### src/rtl/tile_loader.sv
// tile_loader: ping-pong 4x4 tile buffer between a raster pixel stream and a
// transform controller. One bank fills from the input while the other bank
// presents the last launched tile on tile_data.
// Optional feature: define TILE_LOADER_CNT_EN to add the 16-bit tile_cnt
// output counting launches.
module tile_loader #(
    parameter int DATA_W = 8
) (
    input  logic                 clk,
    input  logic                 rst_n,
    input  logic                 in_valid,
    input  logic [DATA_W-1:0]    in_data,
    output logic                 in_ready,
    input  logic                 ctrl_ready,
    output logic                 start,
    output logic [16*DATA_W-1:0] tile_data,
    output logic                 tile_valid
`ifdef TILE_LOADER_CNT_EN
    ,
    output logic [15:0]          tile_cnt
`endif
);

    typedef enum logic [1:0] {
        FILL   = 2'd0,
        FULL   = 2'd1,
        LAUNCH = 2'd2
    } state_t;

    state_t             state;
    state_t             next_state;
    logic [3:0]         wr_cnt;
    logic               wr_bank;
    logic               rd_bank;
    logic               xfer;
    logic               launch;
    logic [DATA_W-1:0]  bank_mem [2][16];

    // A sample is accepted whenever the loader is not holding a full tile.
    assign xfer   = in_valid && (state != FULL);
    // Launch only happens out of FULL when the controller reports idle.
    assign launch = (state == FULL) && ctrl_ready;

    // State register.
    always_ff @(posedge clk) begin
        if (!rst_n) begin
            state <= FILL;
        end else begin
            state <= next_state;
        end
    end

    // Next-state and handshake decode; FULL is the only state that stalls input.
    always_comb begin
        next_state = state;
        in_ready   = 1'b0;
        case (state)
            FILL: begin
                in_ready = 1'b1;
                if (in_valid && (wr_cnt == 4'd15)) begin
                    next_state = FULL;
                end
            end
            FULL: begin
                in_ready = 1'b0;
                if (ctrl_ready) begin
                    next_state = LAUNCH;
                end
            end
            LAUNCH: begin
                in_ready   = 1'b1;
                next_state = FILL;
            end
            default: begin
                in_ready   = 1'b0;
                next_state = FILL;
            end
        endcase
    end

    // Write pointer: advances per sample, parks at 15 when full, rewinds on swap.
    always_ff @(posedge clk) begin
        if (!rst_n) begin
            wr_cnt <= 4'd0;
        end else if (launch) begin
            wr_cnt <= 4'd0;
        end else if (xfer && (wr_cnt != 4'd15)) begin
            wr_cnt <= wr_cnt + 4'd1;
        end
    end

    // Bank selects swap together at launch so the filled bank becomes visible.
    always_ff @(posedge clk) begin
        if (!rst_n) begin
            wr_bank <= 1'b0;
            rd_bank <= 1'b1;
        end else if (launch) begin
            wr_bank <= ~wr_bank;
            rd_bank <= ~rd_bank;
        end
    end

    // Registered launch pulse and sticky valid flag for the controller side.
    always_ff @(posedge clk) begin
        if (!rst_n) begin
            start      <= 1'b0;
            tile_valid <= 1'b0;
        end else begin
            start      <= launch;
            tile_valid <= tile_valid | launch;
        end
    end

    // Sample storage; contents are don't-care after reset so no clear is needed.
    always_ff @(posedge clk) begin
        if (rst_n && xfer) begin
            bank_mem[wr_bank][wr_cnt] <= in_data;
        end
    end

    // Present the read bank, forced to zero until the first tile is launched.
    always_comb begin
        tile_data = '0;
        for (int k = 0; k < 16; k++) begin
            tile_data[k*DATA_W +: DATA_W] = tile_valid ? bank_mem[rd_bank][k] : '0;
        end
    end

`ifdef TILE_LOADER_CNT_EN
    // Launch counter, free-running with natural 16-bit wrap.
    always_ff @(posedge clk) begin
        if (!rst_n) begin
            tile_cnt <= 16'd0;
        end else if (launch) begin
            tile_cnt <= tile_cnt + 16'd1;
        end
    end
`endif

endmodule

### config.mk
export PLATFORM = sky130hd
export DESIGN_NAME = tile_loader
export DESIGN_NICKNAME = d
export VERILOG_FILES = /design/src/rtl/tile_loader.sv
export SDC_FILE = /design/constraint.sdc
export NUM_CORES = 1
export LEC_CHECK = 0
export BUFFER_PORTS_ARGS = -buffer_cell sky130_fd_sc_hd__buf_4
export CAP_MARGIN = 20
export CELL_PAD_IN_SITES_DETAIL_PLACEMENT = 1
export CELL_PAD_IN_SITES_GLOBAL_PLACEMENT = 1
export CORE_MARGIN = 1.5
export CORE_UTILIZATION = 45
export CTS_BUF_LIST = sky130_fd_sc_hd__clkbuf_8
export DETAILED_ROUTE_END_ITERATION = 12
export MAX_ROUTING_LAYER = met4
export PLACE_DENSITY = 0.86
export RECOVER_POWER = 25
export SYNTH_ARGS = -nofsm -noshare
export SYNTH_HDL_FRONTEND = slang
export SYNTH_SLANG_ARGS = --single-unit
### constraint.sdc
create_clock -name clk -period 1.65 [get_ports clk]
set_input_delay 0.165 -clock clk [delete_from_list [all_inputs] [get_ports clk]]
set_output_delay 0.165 -clock clk [all_outputs]
set_load 0.1 [all_outputs]
# Yosys cells after proc, flatten, opt, wreduce, memory -nomap -nowiden
# Memories as Yosys holds them, arrays and structs flattened. A register that Yosys moved wholly into a read port is not among the register bits.
# Cells that the tools add are included.
dict set report classes {
  addsub 1
  n_lt_le_gt_ge 2
  eq_ne 7
  muxes 26
  bitwise 5
  reduce_logical 10
}
# operator n
set ops {}
lappend ops {{$mux W8} 17}
lappend ops {{$mux W128} 1}
lappend ops {{$demux W8 S4} 1}
lappend ops {{$logic_and A1 B1 Y1} 6}
lappend ops {{$ge A5 B5 Y1 const B} 1}
lappend ops {{$lt A5 B1 Y1 const B} 1}
lappend ops {{$not A4 Y5} 1}
lappend ops {{$add A4 B1 Y4 const B} 1}
lappend ops {{$eq A4 B4 Y1 const B} 1}
lappend ops {{$mux W1} 4}
lappend ops {{$mux W2} 2}
lappend ops {{$ne A2 B2 Y1 const B} 2}
lappend ops {{$ne A4 B4 Y1 const B} 1}
lappend ops {{$pmux W2 S2} 1}
lappend ops {{$reduce_or A2 Y1} 2}
lappend ops {{$not A1 Y1} 3}
lappend ops {{$eq A2 B1 Y1 const B} 1}
lappend ops {{$eq A2 B2 Y1 const B} 1}
lappend ops {{$logic_not A2 Y1} 1}
lappend ops {{$ne A2 B1 Y1 const B} 1}
lappend ops {{$reduce_and A2 Y1} 1}
lappend ops {{$or A1 B1 Y1} 1}
dict set report word_totals {
  reg_bits 10
  ramBits 256
  in_bits 12
  out_inout_bits 131
  word_cells 58
  memories 1
}
# name depth word_bits read_ports rd_clocked_by_memory_dff write_ports line_no
set memory_table {}
lappend memory_table {bank_mem 2 128 1 1 1 37} ;# logic [DATA_W-1:0] bank_mem [2][16];

# Longest topological paths before layout
# Gate-level depths: netlist of the first run.
dict set report logic_depth {
  ltp_word 6
  ltp_mapped 4
  mapped_depth_nobuf 4
}

# Worst setup path after synthesis of the first run
# OpenSTA, ideal clock, no wires.
dict set report synth_path {
  path_kind {flip-flop to output port}
  from {register tile_valid}
  to {output port tile_data[70]}
  arrival_time_ns 2.759
  required_time_ns 1.485
  slack_ns -1.274
  path_stages_with_launch 5
  n_path_buf 2
  cell_sequence {dfxtp_1 inv_1 buf_2 buf_1 nor2_1}
}
dict set report synth_via {
  elab_chain_cells 1
}
# element line_no
set synth_lines {}
lappend synth_lines {{start: declaration} 17} ;# output logic tile_valid
lappend synth_lines {{start signal: assignment} 110} ;# tile_valid <= tile_valid | launch;
lappend synth_lines {{$mux W8} 125} ;# tile_data[k*DATA_W +: DATA_W] = tile_valid ? bank_mem[rd_bank][k] : '0;
lappend synth_lines {{end: declaration} 16} ;# output logic [16*DATA_W-1:0] tile_data,
# Every way passes these cells.

==> results of run 1 <==
==> cells by family after synthesis <==
kind of cell / after synthesis
and+or+nand+nor: 194
DFF: 267
muxes: 129
adders and majority gates: 4
xor gates and xnor gates: 2
buffers and inverters: 38
AOI/OAI and AO/OA: 8
==> critical path, delay by kind of cell (launching register included) <==
kind | cells | cell delay [ns]
flops | 1 | 0.40
mux | 1 | 0.31
simple gates | 1 | 0.09
buf+inv | 4 | 0.62
==> worst max path at each step <==
stage | end | slack [ns] | from | cells past startpoint
2_1_floorplan | tile_data[0] | -0.77 | tile_valid$_SDFF_PN0_ | 4
3_3_place_gp | bank_mem[0][25]$_DFFE_PP_ | 0.03 | wr_cnt[0]$_SDFFE_PP0P_ | 7
3_5_place_dp | bank_mem[1][110]$_DFFE_PP_ | -0.08 | wr_cnt[0]$_SDFFE_PP0P_ | 4
4_1_cts | tile_data[96] | -0.43 | flop | 6
5_1_grt | tile_data[64] | -0.55 | flop | 6
6_report | tile_data[60] | -0.51 | flop | 6
==> flip-flops by register name, indices dropped and copies added, names as in the netlist, named ones only <==
signal,cells
bank_mem,256
rd_bank,1
start,1
state,2
tile_valid,1
wr_bank,1
wr_cnt,4
==> cell usage in the layout (no fill, tap or decap), types with 2 or more instances in the layout <==
cell,Yosys,layout
a21oi_1,2,2
and3_1,2,2
buf_12,0,67
buf_16,0,10
buf_4,3,42
buf_6,13,94
buf_8,0,6
bufinv_16,0,2
clkbuf_16,0,4
clkbuf_2,0,5
clkbuf_8,0,45
clkinv_1,0,13
clkinv_2,0,6
clkinvlp_4,0,2
dfxtp_1,11,6
dfxtp_2,0,2
dfxtp_4,0,3
dlygate4sd3_1,0,3
edfxtp_1,256,256
ha_1,4,2
inv_1,5,15
mux2i_1,129,45
mux2i_2,0,16
mux2i_4,0,68
nand2_1,5,5
nand3_1,4,4
nand3b_1,4,4
nand4_1,6,6
nor2_1,162,70
nor2_2,0,14
nor2_4,0,78
o31ai_1,2,2
==> cell type report <==
cell class | count | area, um2 | area share (%)
clock buffer | 45 | 619.3 | 3.822
clock inverter | 35 | 198.9 | 1.228
inverter | 5 | 33.78 | 0.2085
multi-input combinational | 337 | 3802 | 23.47
sequential | 267 | 7921 | 48.88
tap | 285 | 356.6 | 2.201
timing repair buffer | 233 | 3272 | 20.19
==> per-layer routing <==
layer / GRT usage (%) / wire [um] / vias to the layer above
li1: - / - / 2897
met1: 31.87 / 14140 / 3563
met2: 46.44 / 19150 / 333
met3: 5.265 / 2125 / 109
met4: 9.753 / 1466 / 0
met5: - / 0 / -
==> power by group through the flow <==
stage          registers [mW]  clock network, mW  logic (mW)
3_5_place_dp             7.59                  0       0.227
5_1_grt                  7.46               6.04       0.295
6_report                 7.46               5.74       0.290
3_3_place_gp             7.59                  0       0.206
2_1_floorplan            7.59                  0      0.0386
4_1_cts                  7.45               5.50       0.239
==> stage by stage <==
stage               power, mW  hold slack (ns)  setup WS, ns  instances
global placement        7.795           0.4228       0.02858       1096
finish                  13.49          0.09389       -0.5082       1207
floorplan               7.632           0.2639       -0.7748        642
detailed placement      7.820           0.4282      -0.07782       1096
global route            13.80          0.07094       -0.5531       1207
CTS                     13.20          0.05316       -0.4283       1195
==> what timing repair did <==
action,CTS,global route
hold endpoints to repair,10,0
pin swaps,14,25
gates resized for setup,307,212
hold buffers,3,0
endpoints found under the setup margin,216,346
gates cloned,8,4
setup buffers,8,8
==> key figures, run 1 <==
Floorplan
  – Initial Util: 45.94%
  – Die height: 155.0 um
  – Die width: 155.0 um
  – Placeable Area: 22640 um2
  – Die area: 24030 um2
  – Boundary pin count: 143
  – FP Rows: 55

Pwr
  – Combinational Power Share: 2.2%
  – Sw power: 3.127 mW
  – Cell internal pwr: 10.36 mW
  – Worst VDD drop: 0.7162 mV
  – Clk pwr share: 42.5%
  – Static leakage: 5.851 nW
  – Sw Ratio: 23.18%
  – PwrDens: 832.6 nW/um2
  – Flop pwr share: 55.3%

Setup path
  – CP peak stage delay: 0.40 ns
  – Worst R2R Path Depth: 4
  – Slowest stage cell, crit path: dfxtp_4
  – Crit end category: output pin
  – CP Launch Type: flop
  – RR Startpoint: wr_cnt[3]$_SDFFE_PP0P_
  – CP max FO: 5
  – Worst Path Required: 1.48 ns
  – Crit path cell chain: buf_12, buf_12, clkbuf_16, mux2i_1, nor2_1, buf_6
  – Crit Path Category: reg2out
  – FF-to-FF End: bank_mem[1][2]$_DFFE_PP_
  – Setup slack, reg-to-reg: -0.12 ns
  – WP data arrival: 1.99 ns
  – Crit-path most repeated cell: buf_12

Clocking
  – CTS buffer count: 44
  – Clock Latency Late Sink: 0.57 ns
  – CTS tree: yes
  – Max Buffers Root-to-Sink: 3
  – Clock Pin Slew Worst Setup and Hold Paths: 0.07 ns
  – Root Driver: clkbuf_8
  – CTS H-tree depth: 2
  – Clock sink total: 267

Min path
  – Worst Hold Depth: 1
  – Hold path endpoint: bank_mem[1][18]$_DFFE_PP_
  – HP Class: in2reg
  – Worst hold start: in_data[2]

Run
  – Max cap viols: 1

Timing
  – Final setup vio count: 261
  – Final period utilization: 130.8%
  – Min Tclk post-route: 2.158 ns
  – Slew @ Worst Pin: 1.834 ns
  – Rel. slew slack: -22.24%
  – Post-route setup slack: -0.5082 ns
  – Final Max Tran Viols: 33
  – RSZ-0062 raised after global routing: yes
  – Total negative setup slack: -57.49 ns
  – Final hold vios: 0
  – Achievable Freq: 463.4 MHz
  – Clock Skew: 0.02164 ns

Synth
  – Synth Area in XOR/XNOR: 0.1684%
  – Post-synthesis compound-gate area fraction: 0.5173%
  – Multiplexer share of the synthesized area: 12.42%
  – Synthesized cell area: 10400 um2
  – Register area share after synthesis: 76.03%
  – Yosys warns: 0
  – Area leader, netlist: edfxtp_1
  – Syn Area/Cell: 16.20 um2
  – Top cells by count, synth: 256 x edfxtp_1, 162 x nor2_1, 129 x mux2i_1, 13 x buf_6, 11 x dfxtp_1
  – Ranking of synthesized cells by area: edfxtp_1 74%, mux2i_1 12%, nor2_1 5.8%, dfxtp_1 2.1%, buf_6 1.4%
  – Adder-cell share of the synthesized area: 0.4812%
  – Syn nets: 658
  – Area fraction in and, or, nand and nor cells after synthesis: 7.904%
  – Post-synth top flop: edfxtp_1
  – Count of cell types in the netlist: 34
  – Ys async rst share: 0%
  – Synth Register Bits: 267
  – Post-Syn Instances: 642
  – Post-synth EDFFs: 256
  – Most common cell in the netlist: edfxtp_1
  – Top cell type's share of synthesized area: 73.92%
  – Main combinational cell family by area after synthesis: multiplexers

Finish
  – N_diodes: 0
  – Fin nets: 904
  – Filler Cell Count: 1811
  – Area Growth Syn to Fin: 55.81%
  – Ratio of cells with drive above 1 in the final layout: 51.84%
  – Post-route cell area: 16200 um2
  – Final Core Density: 71.57%

GRT
  – Antenna violations before repair: 0
  – Vias in the first global route: 7222
  – Gr ovfl total: 0
  – Global-route wire length before repair: 45.84 mm
  – GRT Overall Usage: 27.06%
  – Largest net degree at the start of global routing: 39

Routing
  – Via count: 6902
  – DRT antenna net count: 0
  – First DRT Iteration DRCs: 631
  – Wirelength, routed: 36.88 mm
  – First-pass DRT Iterations: 5
  – Number of remaining DRC errors: 0
  – Vias per inst: 5.718
  – WL per Instance: 30.55 um

Placed design
  – Dpl cell area: 12540 um2
  – PortBufs: 142
  – RD Place Congestion: 0.7815
  – HPWL after DPL: 16.49 mm

Status
  – Failing checks: capacitance limit, slew limit, setup timing
  – Outcome: finished with violations
Power figures use the tool's default switching activity.
==> run 2, diff against run 1 <==
Settings changed: CORE_UTILIZATION 45 to 54, PLACE_DENSITY 0.86 to 0.95.
Clock period 1.65 ns to 2.7 ns, I/O delays scaled along.
==> run 2 against run 1 <==
The run ends with capacitance limit, slew limit left; sequential share of layout area rose by 15 points; via count fell by 12%; setup slack improved by 0.71 ns; wire length shrank 27%; sequential power is 39% lower; register-to-register slack improved by 0.32 ns; final cell count down 11%; worst hold slack got worse by 0.067 ns; first-iteration DRC count fell by 34%; utilization fell by 5.1 points; largest cell class unchanged.
==> key figures, run 2 (same netlist as run 1, synthesis figures left out) <==
GRT
  – Largest net degree at the start of global routing: 47 (+21%)
  – Global-route wire length before repair: 40.45 mm (-12%)
  – Antenna violations before repair: 0 (unchanged)
  – Vias in the first global route: 6584 (-8.8%)
  – Gr ovfl total: 0 (unchanged)
  – GRT Overall Usage: 28.27% (+1.2 points)

Pwr
  – Sw Ratio: 21.00% (-2.2 points)
  – PwrDens: 633.3 nW/um2 (-24%)
  – Pwr Total: 7.899 mW (-41%)
  – Sw power: 1.659 mW (-47%)
  – Clk pwr share: 40.7% (-1.8 points)
  – Static leakage: 5.323 nW (-9.0%)
  – Combinational Power Share: 1.6% (-0.6 points)
  – Worst VDD drop: 0.6609 mV (-7.7%)
  – Cell internal pwr: 6.240 mW (-40%)
  – Flop pwr share: 57.8% (+2.5 points)

Clocking
  – CTS buffer count: 41 (-6.8%)
  – Post-CTS Setup Bufs: 0 (-8)
  – Post-CTS Resized: 0 (-100%)
  – Clock Latency Late Sink: 0.54 ns (-0.03 ns)
  – Clock sink total: 267 (unchanged)
  – CTS tree: yes
  – CTS H-tree depth: 2 (unchanged)
  – Clock Pin Slew Worst Setup and Hold Paths: 0.07 ns (about the same)
  – Hold_buf cts: 0 (-3)
  – Max Buffers Root-to-Sink: 3 (unchanged)
  – Root Driver: clkbuf_8

Setup path
  – CP max FO: 8 (+3)
  – CP Launch Type: flop
  – WP data arrival: 2.65 ns (+0.66 ns)
  – CP peak stage delay: 0.81 ns (+0.41 ns)
  – Crit path cell chain: inv_1, ha_1, nand4_1, nor2_1
  – CP bufs+invs: 1 (-3)
  – Crit Path Category: reg2reg
  – Worst Path Required: 2.86 ns (+1.38 ns)
  – Largest delay contributor family on the critical path: simple AND/OR/NAND/NOR gates
  – Slowest stage cell, crit path: nor2_1
  – Crit end category: flop

Timing
  – Final period utilization: 92.41%
  – Fin Hold WS: 0.02726 ns (-0.06664 ns)
  – Achievable Freq: 400.8 MHz
  – Final Max Tran Viols: 264 (+700%)
  – Slew @ Worst Pin: 2.076 ns (+0.2419 ns)
  – Rel. slew slack: -38.37% (-16 points)
  – Final setup vio count: 0 (-100%)
  – Clock Skew: 0.01886 ns (-0.002784 ns)
  – Final hold vios: 0 (unchanged)
  – Min Tclk post-route: 2.495 ns
  – RSZ-0062 raised after global routing: no

Status
  – Failing checks: capacitance limit, slew limit
  – Outcome: finished with violations

Finish
  – Most frequent cells in the layout: 256 x edfxtp_1, 152 x nor2_1, 149 x buf_4, 129 x mux2i_1, 43 x clkbuf_8
  – N_diodes: 0 (unchanged)
  – Area Growth Syn to Fin: 19.92%
  – Ratio of cells with drive above 1 in the final layout: 26.18% (-26 points)
  – Reg with most FFs: bank_mem
  – Max reg flops: 256 (unchanged)
  – Leading registers by flop count: bank_mem (256), wr_cnt (4), state (2)
  – Most common cell after layout, fill and taps aside: edfxtp_1
  – Fin nets: 828 (-8.4%)

Placed design
  – RD Place Congestion: 0.8776 (+12%)
  – PortBufs: 142 (unchanged)
  – HPWL after DPL: 16.43 mm (-0.36%)

Routing
  – Wirelength, routed: 26.80 mm (-27%)
  – Number of remaining DRC errors: 0 (unchanged)
  – Vias per inst: 5.645 (-1.3%)
  – WL per Instance: 24.86 um (-19%)
  – First-pass DRT Iterations: 5 (unchanged)
  – First DRT Iteration DRCs: 417 (-34%)
  – DRT antenna net count: 0 (unchanged)
  – Via count: 6085 (-12%)

Min path
  – HP Class: in2reg

Floorplan
  – Die height: 141.8 um (-8.5%)
  – Die width: 141.8 um (-8.5%)
  – Boundary pin count: 143 (unchanged)
  – Initial Util: 55.41% (+9.5 points)
  – FP Rows: 50 (-9.1%)
  – Placeable Area: 18770 um2 (-17%)
  – Die area: 20100 um2 (-16%)

Run
  – Max cap viols: 8 (+7)
## run 2: routing by layer
metal	GRT usage (%)	vias up	wire, um
met5	-	-	0
met4	8.681	0	648
met3	5.197	61	1438
met2	46.06	261	13290
met1	36.52	3058	11420
li1	-	2705	-
## run 2: final cells by class
type | instances | area (um2)
Timing Repair Buffer | 160 | 1209
Clock inverter | 32 | 186.4
Fill cell | 1721 | 6296
Inverter | 5 | 21.27
Multi-Input combinational cell | 337 | 2260
Sequential cell | 267 | 7911
Tap cell | 234 | 292.8
Clock buffer | 43 | 591.8
## run 2: power by group through the flow
| stage | combinational (mW) | clock, mW | sequential (mW) |
|---|---|---|---|
| 3_5_place_dp | 0.129 | 0 | 4.64 |
| 2_1_floorplan | 0.0236 | 0 | 4.64 |
| 5_1_grt | 0.132 | 3.42 | 4.56 |
| 3_3_place_gp | 0.109 | 0 | 4.64 |
| 6_report | 0.126 | 3.21 | 4.56 |
| 4_1_cts | 0.129 | 3.26 | 4.56 |
## run 2: worst paths after layout
path	end	slack [ns]	startpoint	cells after the start
hold / removal	state[1]$_SDFFE_PN0P_	0.03	ctrl_ready	2
setup / recovery	bank_mem[0][45]$_DFFE_PP_	0.20	wr_cnt[0]$_SDFFE_PP0P_	4
setup reg to reg	bank_mem[0][45]$_DFFE_PP_	0.20	wr_cnt[0]$_SDFFE_PP0P_	4
hold reg to reg	flop	0.56	rd_bank$_SDFFE_PN1P_	2
## run 2: through the flow
| step | setup slack (ns) | TNS, ns | instances | instance area [um2] | util [%] |
|---|---|---|---|---|---|
| after floorplan | -0.3289 | -36.62 | 642 | 10430 | - |
| after global placement | 0.6915 | 0 | 1003 | 11720 | 62.47 |
| after detailed placement | 0.3280 | 0 | 1003 | 11720 | 62.47 |
| after CTS | 0.1898 | 0 | 1078 | 12500 | 66.61 |
| after global routing | 0.1057 | 0 | 1078 | 12470 | 66.45 |
| final | 0.2048 | 0 | 1078 | 12470 | 66.45 |
